## config.mk

```make
export PLATFORM = sky130hd
export DESIGN_NAME = cpu_multicycle_ctrl
export DESIGN_NICKNAME = d
export VERILOG_FILES = /design/src/rtl/cpu_multicycle_ctrl_pkg.sv /design/src/rtl/cpu_multicycle_ctrl_pc_reg.sv /design/src/rtl/cpu_multicycle_ctrl.sv
export SDC_FILE = /design/constraint.sdc
export NUM_CORES = 1
export LEC_CHECK = 0
export CAP_MARGIN = 30
export CORE_ASPECT_RATIO = 0.6
export CORE_MARGIN = 2
export CORE_UTILIZATION = 40
export DETAILED_ROUTE_END_ITERATION = 16
export GPL_TIMING_DRIVEN = 0
export PLACE_DENSITY = 0.77
export SLEW_MARGIN = 20
export SYNTH_ARGS = -nofsm -noshare
export SYNTH_HDL_FRONTEND = slang
export SYNTH_SLANG_ARGS = --single-unit
```

## constraint.sdc

```tcl
create_clock -name clk -period 3 [get_ports clk]
set_input_delay 0.45 -clock clk [delete_from_list [all_inputs] [get_ports clk]]
set_output_delay 0.45 -clock clk [all_outputs]
set_load 0.02 [all_outputs]
```

## src/rtl/cpu_multicycle_ctrl_pkg.sv

```systemverilog
// Shared opcode map, FSM state encoding and write-back source encodings for the multi-cycle controller.
package cpu_ctrl_pkg;

  localparam int INSTR_W = 16;

  localparam logic [3:0] OP_NOP  = 4'h0;
  localparam logic [3:0] OP_ADD  = 4'h1;
  localparam logic [3:0] OP_LDI  = 4'h2;
  localparam logic [3:0] OP_LD   = 4'h3;
  localparam logic [3:0] OP_ST   = 4'h4;
  localparam logic [3:0] OP_HALT = 4'hF;

  localparam logic [1:0] WSEL_ALU = 2'd0;
  localparam logic [1:0] WSEL_IMM = 2'd1;
  localparam logic [1:0] WSEL_MEM = 2'd2;

  typedef enum logic [2:0] {
    S_FETCH,
    S_DECODE,
    S_EXEC,
    S_MEM,
    S_WB,
    S_HALT
  } state_t;

endpackage

```

## src/rtl/cpu_multicycle_ctrl_pc_reg.sv

```systemverilog
// Program counter: synchronous reset to 0, +1 on inc, wraps modulo 2^PC_W.
module cpu_pc_reg #(
  parameter int PC_W = 9
) (
  input  logic            clk,
  input  logic            rst,
  input  logic            inc,
  output logic [PC_W-1:0] pc
);

  always_ff @(posedge clk) begin
    if (rst) begin
      pc <= '0;
    end else if (inc) begin
      pc <= pc + PC_W'(1);
    end
  end

endmodule

```

## src/rtl/cpu_multicycle_ctrl.sv

```systemverilog
// Multi-cycle control FSM: fetch into IR, sequence ALU / write-back / data-memory strobes.
// Define CPU_CTRL_RETIRE_CNT_EN to add the 16-bit retired-instruction counter output.
module cpu_multicycle_ctrl
  import cpu_ctrl_pkg::*;
#(
  parameter int PC_W = 9,
  parameter int IW   = INSTR_W
) (
  input  logic            clk,
  input  logic            rst,
  output logic [PC_W-1:0] imem_addr,
  output logic            imem_req,
  input  logic            imem_ack,
  input  logic [IW-1:0]   imem_rdata,
  output logic [IW-1:0]   ir,
  input  logic [3:0]      opcode,
  output logic            alu_en,
  output logic            reg_we,
  output logic [1:0]      reg_wsel,
  output logic            dmem_req,
  output logic            dmem_we,
  input  logic            dmem_ack,
  output logic [PC_W-1:0] pc,
  output logic            halted,
  output logic            illegal
`ifdef CPU_CTRL_RETIRE_CNT_EN
  ,
  output logic [15:0]     retired
`endif
);

  state_t     state;
  state_t     state_nxt;
  logic [1:0] wsel_nxt;
  logic       illegal_nxt;
  logic       fetch_done;

  assign fetch_done = (state == S_FETCH) && imem_ack;
  assign imem_addr  = pc;

  cpu_pc_reg #(.PC_W(PC_W)) u_pc (
    .clk (clk),
    .rst (rst),
    .inc (fetch_done),
    .pc  (pc)
  );

  always_ff @(posedge clk) begin
    if (rst) begin
      state    <= S_FETCH;
      ir       <= '0;
      reg_wsel <= WSEL_ALU;
      illegal  <= 1'b0;
    end else begin
      state    <= state_nxt;
      reg_wsel <= wsel_nxt;
      illegal  <= illegal_nxt;
      if (fetch_done) begin
        ir <= imem_rdata;
      end
    end
  end

  // reg_wsel is chosen at decode so it is already valid in EXEC/MEM and holds through WB.
  always_comb begin
    state_nxt   = state;
    wsel_nxt    = reg_wsel;
    illegal_nxt = illegal;
    imem_req    = 1'b0;
    alu_en      = 1'b0;
    reg_we      = 1'b0;
    dmem_req    = 1'b0;
    dmem_we     = 1'b0;
    halted      = 1'b0;
    case (state)
      S_FETCH: begin
        imem_req = 1'b1;
        if (imem_ack) state_nxt = S_DECODE;
      end
      S_DECODE: begin
        wsel_nxt = WSEL_ALU;
        case (opcode)
          OP_NOP:  state_nxt = S_FETCH;
          OP_ADD:  state_nxt = S_EXEC;
          OP_LDI: begin
            state_nxt = S_EXEC;
            wsel_nxt  = WSEL_IMM;
          end
          OP_LD: begin
            state_nxt = S_MEM;
            wsel_nxt  = WSEL_MEM;
          end
          OP_ST:   state_nxt = S_MEM;
          OP_HALT: state_nxt = S_HALT;
          default: begin
            state_nxt   = S_FETCH;
            illegal_nxt = 1'b1;
          end
        endcase
      end
      S_EXEC: begin
        alu_en    = (opcode == OP_ADD);
        state_nxt = S_WB;
      end
      S_MEM: begin
        dmem_req = 1'b1;
        dmem_we  = (opcode == OP_ST);
        if (dmem_ack) state_nxt = (opcode == OP_ST) ? S_FETCH : S_WB;
      end
      S_WB: begin
        reg_we    = 1'b1;
        state_nxt = S_FETCH;
      end
      S_HALT: begin
        halted    = 1'b1;
        state_nxt = S_HALT;
      end
      default: state_nxt = S_FETCH;
    endcase
  end

`ifdef CPU_CTRL_RETIRE_CNT_EN
  logic retire;

  assign retire = ((state_nxt == S_FETCH) &&
                   ((state == S_DECODE) || (state == S_WB) || (state == S_MEM))) ||
                  ((state_nxt == S_HALT) && (state != S_HALT));

  always_ff @(posedge clk) begin
    if (rst) begin
      retired <= '0;
    end else if (retire) begin
      retired <= retired + 16'd1;
    end
  end
`endif

endmodule

```

# ---- Yosys cells after proc, flatten, opt, wreduce, memory -nomap -nowiden
# Cells that the tools add are included.
dict set report op_classes {
  magnitude_cmp 0
  addsub 1
  shift 0
  reduce_logical 8
  mul 0
  n_eq_ne 12
  n_bitwise 1
  n_mux 12
  n_div 0
}
# operator count
set ops {}
lappend ops {{3-bit one-hot mux with 5 select lines} 1}
lappend ops {{9-bit by 1-bit adder with 9-bit output, second input constant} 1}
lappend ops {{3-bit two-way mux} 3}
lappend ops {{3-bit one-hot mux with 3 select lines} 1}
lappend ops {{4-bit by 2-bit == test with 1-bit output, second input constant} 2}
lappend ops {{3-bit by 2-bit == test with 1-bit output, second input constant} 2}
lappend ops {{3-bit == test, second input constant} 2}
lappend ops {{1-bit two-way mux} 6}
lappend ops {{6-bit OR reduction} 1}
lappend ops {{4-bit by 1-bit == test with 1-bit output, second input constant} 1}
lappend ops {{4-bit by 3-bit == test with 1-bit output, second input constant} 1}
lappend ops {{4-bit == test, second input constant} 1}
lappend ops {{4-bit zero test} 1}
lappend ops {{2-bit != test, second input constant} 2}
lappend ops {{2-bit one-hot mux with 2 select lines} 1}
lappend ops {{2-bit AND reduction} 2}
lappend ops {{2-bit OR reduction} 2}
lappend ops {{3-bit by 1-bit == test with 1-bit output, second input constant} 1}
lappend ops {{3-bit zero test} 1}
lappend ops {{1-bit logical AND} 1}
lappend ops {{1-bit NOT} 1}
dict set report word_totals {
  wordCells 39
  romBits 0
  out_inout_bits 43
  ramBits 0
  latchBits 0
  memories 0
  register_bits 31
  in_bits 24
}

# ---- Logic depth before layout (Yosys ltp)
dict set report logic_depth {
  ltp_word 4
  depth_mapped 6
}

# ---- By module
# From an unflattened synthesis, not the netlist that was laid out.
dict set report unflattened {
  hier_cells 178
  area_unflattened_um2 1442.6
}
# mod area_per_inst_um2 seq_area_each_um2 instances cells_each
set modules_own_cells {}
lappend modules_own_cells {cpu_multicycle_ctrl 1054.8 440.4 1 136}
lappend modules_own_cells {cpu_pc_reg 387.9 180.2 1 42}

# ---- Worst setup path before layout
# No wires, ideal clock.
dict set report synth_path {
  path_kind {register to output}
  start {register state[1]}
  end {output dmem_we}
  path_slack_ns 1.173
  path_stages_with_launch 5
  n_path_buf 1
  t_arrival_ns 1.377
  path_cell_list {dfxtp_1 clkbuf_1 nand2b_1 nor2_1 and2_1}
}
dict set report synth_via {
  elab_chain_cells 2
}
# element line_no
set synth_rtl {}
lappend synth_rtl {{from (decl)} cpu_multicycle_ctrl.sv:32} ;# state_t state;
lappend synth_rtl {{from (signal assigned)} cpu_multicycle_ctrl.sv:55} ;# state <= state_nxt;
lappend synth_rtl {{3-bit by 2-bit == test with 1-bit output} cpu_multicycle_ctrl.sv:75} ;# case (state)
lappend synth_rtl {{1-bit two-way mux} cpu_multicycle_ctrl.sv:75}
lappend synth_rtl {{to (decl)} cpu_multicycle_ctrl.sv:21} ;# output logic dmem_we,
# No other way between the ends.

# ---- Worst setup path in the final report
dict set report layout_path {
  start {input opcode[2]}
  end {output dmem_we}
}
dict set report layout_via {
  elab_chain_cells 2
}
# element line_no
set layout_rtl {}
lappend layout_rtl {{from (decl)} cpu_multicycle_ctrl.sv:16} ;# input logic [3:0] opcode,
lappend layout_rtl {{4-bit by 3-bit == test with 1-bit output} cpu_multicycle_ctrl.sv:107} ;# dmem_we = (opcode == OP_ST);
lappend layout_rtl {{1-bit two-way mux} cpu_multicycle_ctrl.sv:75}
# No other way between the ends.

==> parameters.txt <==
Parameter                              Value

Synth
  Mapped Area ... about 1500 sq um
  Average cell area after synthesis ... 8.21 sq um
  Sequential cell area fraction in the yosys report ... 41.3%
  Number of cells produced by synthesis ... 183
  Number of enable flip-flop cells after synthesis ... 0
  Number of nets in the synthesized netlist ... between 200 and 250
  Ys async rst share ... 0%
  Synthesis-stage register bit count ... 31
  Leading register cell type out of synthesis ... dfxtp_1
  Count of synthesis-stage warnings from yosys ... 0
  Number of distinct standard cells referenced by the synthesized netlist ... 44

Place
  Placer's final routability congestion estimate ... 0.805
  Post-placement cell count ... 296
  Detail Placement HPWL ... between 2 and 3 mm
  Total of buffers placed on input and output ports ... 66

Worst setup path
  Worst setup SP type ... primary input
  Required @ worst endpoint ... around 2600 ps
  Kind of end point of the critical path ... output pin
  Setup slack of the worst register-to-register path ... ~1300 ps
  Combined buffer and inverter count along the critical path ... 2
  Worst r2r src ... state[2]
  Slowest stage cell, crit path ... clkdlybuf4s50_1
  Max stage delay on crit path ... 600 ps
  Cell class contributing the biggest share of worst-path delay ... buffers and inverters
  Crit path top cell by count ... clkdlybuf4s50_1
  Maximum fanout along the worst path ... 7
  Setup Crit Path Kind ... primary input to output pin
  Endpoint of the worst register-to-register path ... ir[1]
  Critical path data arrival time ... 2230 ps
  Length in cells of the worst reg-to-reg path ... 5
  Worst path cell trace ... clkdlybuf4s50_1 -> nor4b_2 -> and2_1 -> clkdlybuf4s50_1

Clock network
  CTS Buffer Depth ... 2
  H-tree depth ... 2
  Cell at the root of the clock tree ... clkbuf_8
  Number of CTS-inserted buffers ... 5
  CTS clock-pin slew for the worst setup and hold paths ... 60 ps
  CTS tree ... done
  Clock sinks ... 31
  Clock latency of the later-clocked register in the worst-skew pair ... around 280 ps

Pwr
  Switch share ... around 28%
  Power density normalized to cell area ... 460 nW/um^2
  Internal cell power ... 0.000772 W
  Clock share of power ... 33.6%
  Sequential share of power ... 42.6%
  Cell leakage power ... approximately 0.85 nW
  Relative contribution of combinational cells to total power ... 23.7%
  Max IR drop VDD ... 0.359 mV
  Sw Pwr ... 0.000300 W

Global routing
  Initial antenna violation count ... 0
  Leftover overflow at the end of global routing ... 0
  Total track usage ... between 10% and 20%
  Vias in the first global route ... 1303
  First-pass GRT wire length ... 6.03 mm
  Largest net degree at the start of global routing ... 11

STA
  Final Cycle Share ... roughly 89%
  Number of pins exceeding their max-slew limit in the final report ... 0
  RSZ-0062 raised after global routing ... no
  Max transition margin ... a little over 60%
  Post-route setup TNS ... 0 ps
  Worst-case clock skew ... 3.27 ps
  Worst hold slack across all endpoints ... ~450 ps
  Actual slew at the worst max-slew pin ... 580 ps
  Final hold violation count ... 0
  Setup Viol. Count Final ... 0
  Crit path time final ... 2680 ps
  Maximum clock frequency ... about 370 MHz

Die
  Die boundary width ... 83.1 um
  I/O pin count ... 67
  Die extent in y ... 51.5 um
  Effective utilization at floorplan ... 41.3%
  Area of the core ... 3640 sq um
  Num rows ... 17
  Floorplan die area ... around 4300 sq um

Detailed routing
  Number of detailed-routing iterations run before antenna repair ... 4
  Total length of routed wires ... ~3.7 mm
  Average wire per cell in the routed design ... 12.2 um
  Vias ... roughly 1500
  First-iteration detailed-routing DRC count ... 131
  Drt via density ... 5.00
  Post-detailed-route DRC marker count ... 0
  Antenna violation net count after detailed routing ... 0

Outcome
  Outcome ... finished, final reports clean

Worst hold path
  Min-delay worst type ... flip-flop to flip-flop
  Endpoint, Worst Hold ... ir[4]
  Worst Hold Depth ... 2
  Hold Path Origin ... ir[4]

Layout
  Ratio of cells with drive above 1 in the final layout ... 9.34%
  Final core occ ... 64.0%
  Number of antenna diodes ... 0
  Count of placed standard cells in the final layout, fillers left out ... 304
  Nets@finish ... 281
  Synthesis-to-finish area growth ... 55.0%

Flow run
  Number of maximum-capacitance violations ... 0
[flip-flops by register name, indices dropped and copies added (netlist names)]
signal	cells
illegal	1
u_pc.pc	9
reg_wsel	2
state	3
ir	16
[worst reg2reg max path: cells and delay by family (launching register included)]
family / cells / cell delay (ps)
simple gates: 2 / 680
buf+inv: 2 / 540
flops: 1 / 310
compound gates: 1 / 130
[how the worst max path moves through the flow]
stage | endpoint | cells past startpoint | slack [ps] | start
2_1_floorplan | dmem_we | 4 | 1170 | state[1]
3_3_place_gp | dmem_we | 4 | 70 | opcode[2]
4_1_cts | dmem_we | 4 | 110 | opcode[2]
6_report | dmem_we | 4 | 320 | opcode[2]
5_1_grt | dmem_we | 4 | 180 | opcode[2]
3_5_place_dp | dmem_we | 4 | 110 | opcode[2]
[cell families after synthesis]
group                      share of synthesized area (%)
AOI/OAI and AO/OA                                   17.5
xor gates and xnor gates                            1.17
adders and majority gates                          0.833
buffers and inverters                               9.82
DFF                                                 41.3
muxes                                               1.50
and+or+nand+nor                                     27.9
[power by group through the flow]
| stage | logic, W | registers (W) | clock network (W) |
|---|---|---|---|
| finish | 0.000254 | 0.000457 | 0.000361 |
| global route | 0.000277 | 0.000461 | 0.000388 |
| CTS | 0.000254 | 0.000457 | 0.000363 |
| detailed placement | 0.000253 | 0.000466 | 0 |
| global placement | 0.000252 | 0.000465 | 0 |
| floorplan | 0.000112 | 0.000491 | 0 |
[cell usage in the layout (no fill, tap or decap), types with 3 or more instances in the layout]
| cell | instances |
|---|---|
| nand3_1 | 3 |
| clkbuf_1 | 8 |
| nor2_1 | 7 |
| buf_4 | 9 |
| nor3_1 | 4 |
| dfxtp_1 | 31 |
| and2_1 | 3 |
| nand2_1 | 35 |
| a21oi_1 | 28 |
| o21ai_0 | 3 |
| clkbuf_8 | 7 |
| inv_1 | 6 |
| clkdlybuf4s50_1 | 66 |
[timing repair]
| item | CTS | global route |
|---|---|---|
| hold buffers | 0 | 0 |
| setup endpoints to repair | 0 | 1 |
| gates resized for setup | 0 | 1 |
| buffers inserted | 0 | 0 |
[through the flow]
step | power [W] | setup slack, ps | area (sq um)
5_1_grt | 0.00113 | 179 | 2330
4_1_cts | 0.00107 | 110 | 2320
3_5_place_dp | 0.000719 | 110 | 2220
6_report | 0.00107 | 315 | 2330
3_3_place_gp | 0.000717 | 66.3 | 2220
2_1_floorplan | 0.000603 | 1170 | 1500
[routing by layer]
layer	GRT usage [%]	routed length, um
met1	25.0	1850
met2	23.8	1500
met4	6.28	29
met5	0	0
met3	8.24	314
[cell usage after synthesis (2+ instances only)]
cell,instances,area (sq um)
nand3_1,3,15.0
nand4b_1,2,17.5
nor4_1,2,12.5
buf_4,9,67.6
nand2_1,35,131
clkbuf_1,7,26.3
and2_1,3,18.8
mux2_1,2,22.5
nor2b_1,2,12.5
or4_1,2,15.0
o21ai_0,3,15.0
o31ai_1,2,15.0
dfxtp_1,31,621
o21ai_1,2,10.0
nand2b_1,2,12.5
a31oi_1,2,12.5
inv_1,6,22.5
nor3_1,4,20.0
nor2_1,7,26.3
nor4b_1,2,17.5
xnor2_1,2,17.5
a21oi_1,28,140
buf_6,2,22.5
or3_1,2,12.5
nor3b_1,2,15.0
[area by class of cell]
| cell class | count | area (sq um) |
|---|---|---|
| fillers | 310 | 1310 |
| flip-flops and latches | 31 | 621 |
| clock buffers | 8 | 100 |
| repair buffers | 66 | 661 |
| inverters | 6 | 22.5 |
| multi-input cells | 126 | 741 |
| plain buffers | 20 | 125 |
| well taps | 47 | 58.8 |
Note: power is estimated with default switching activity, not from simulation.
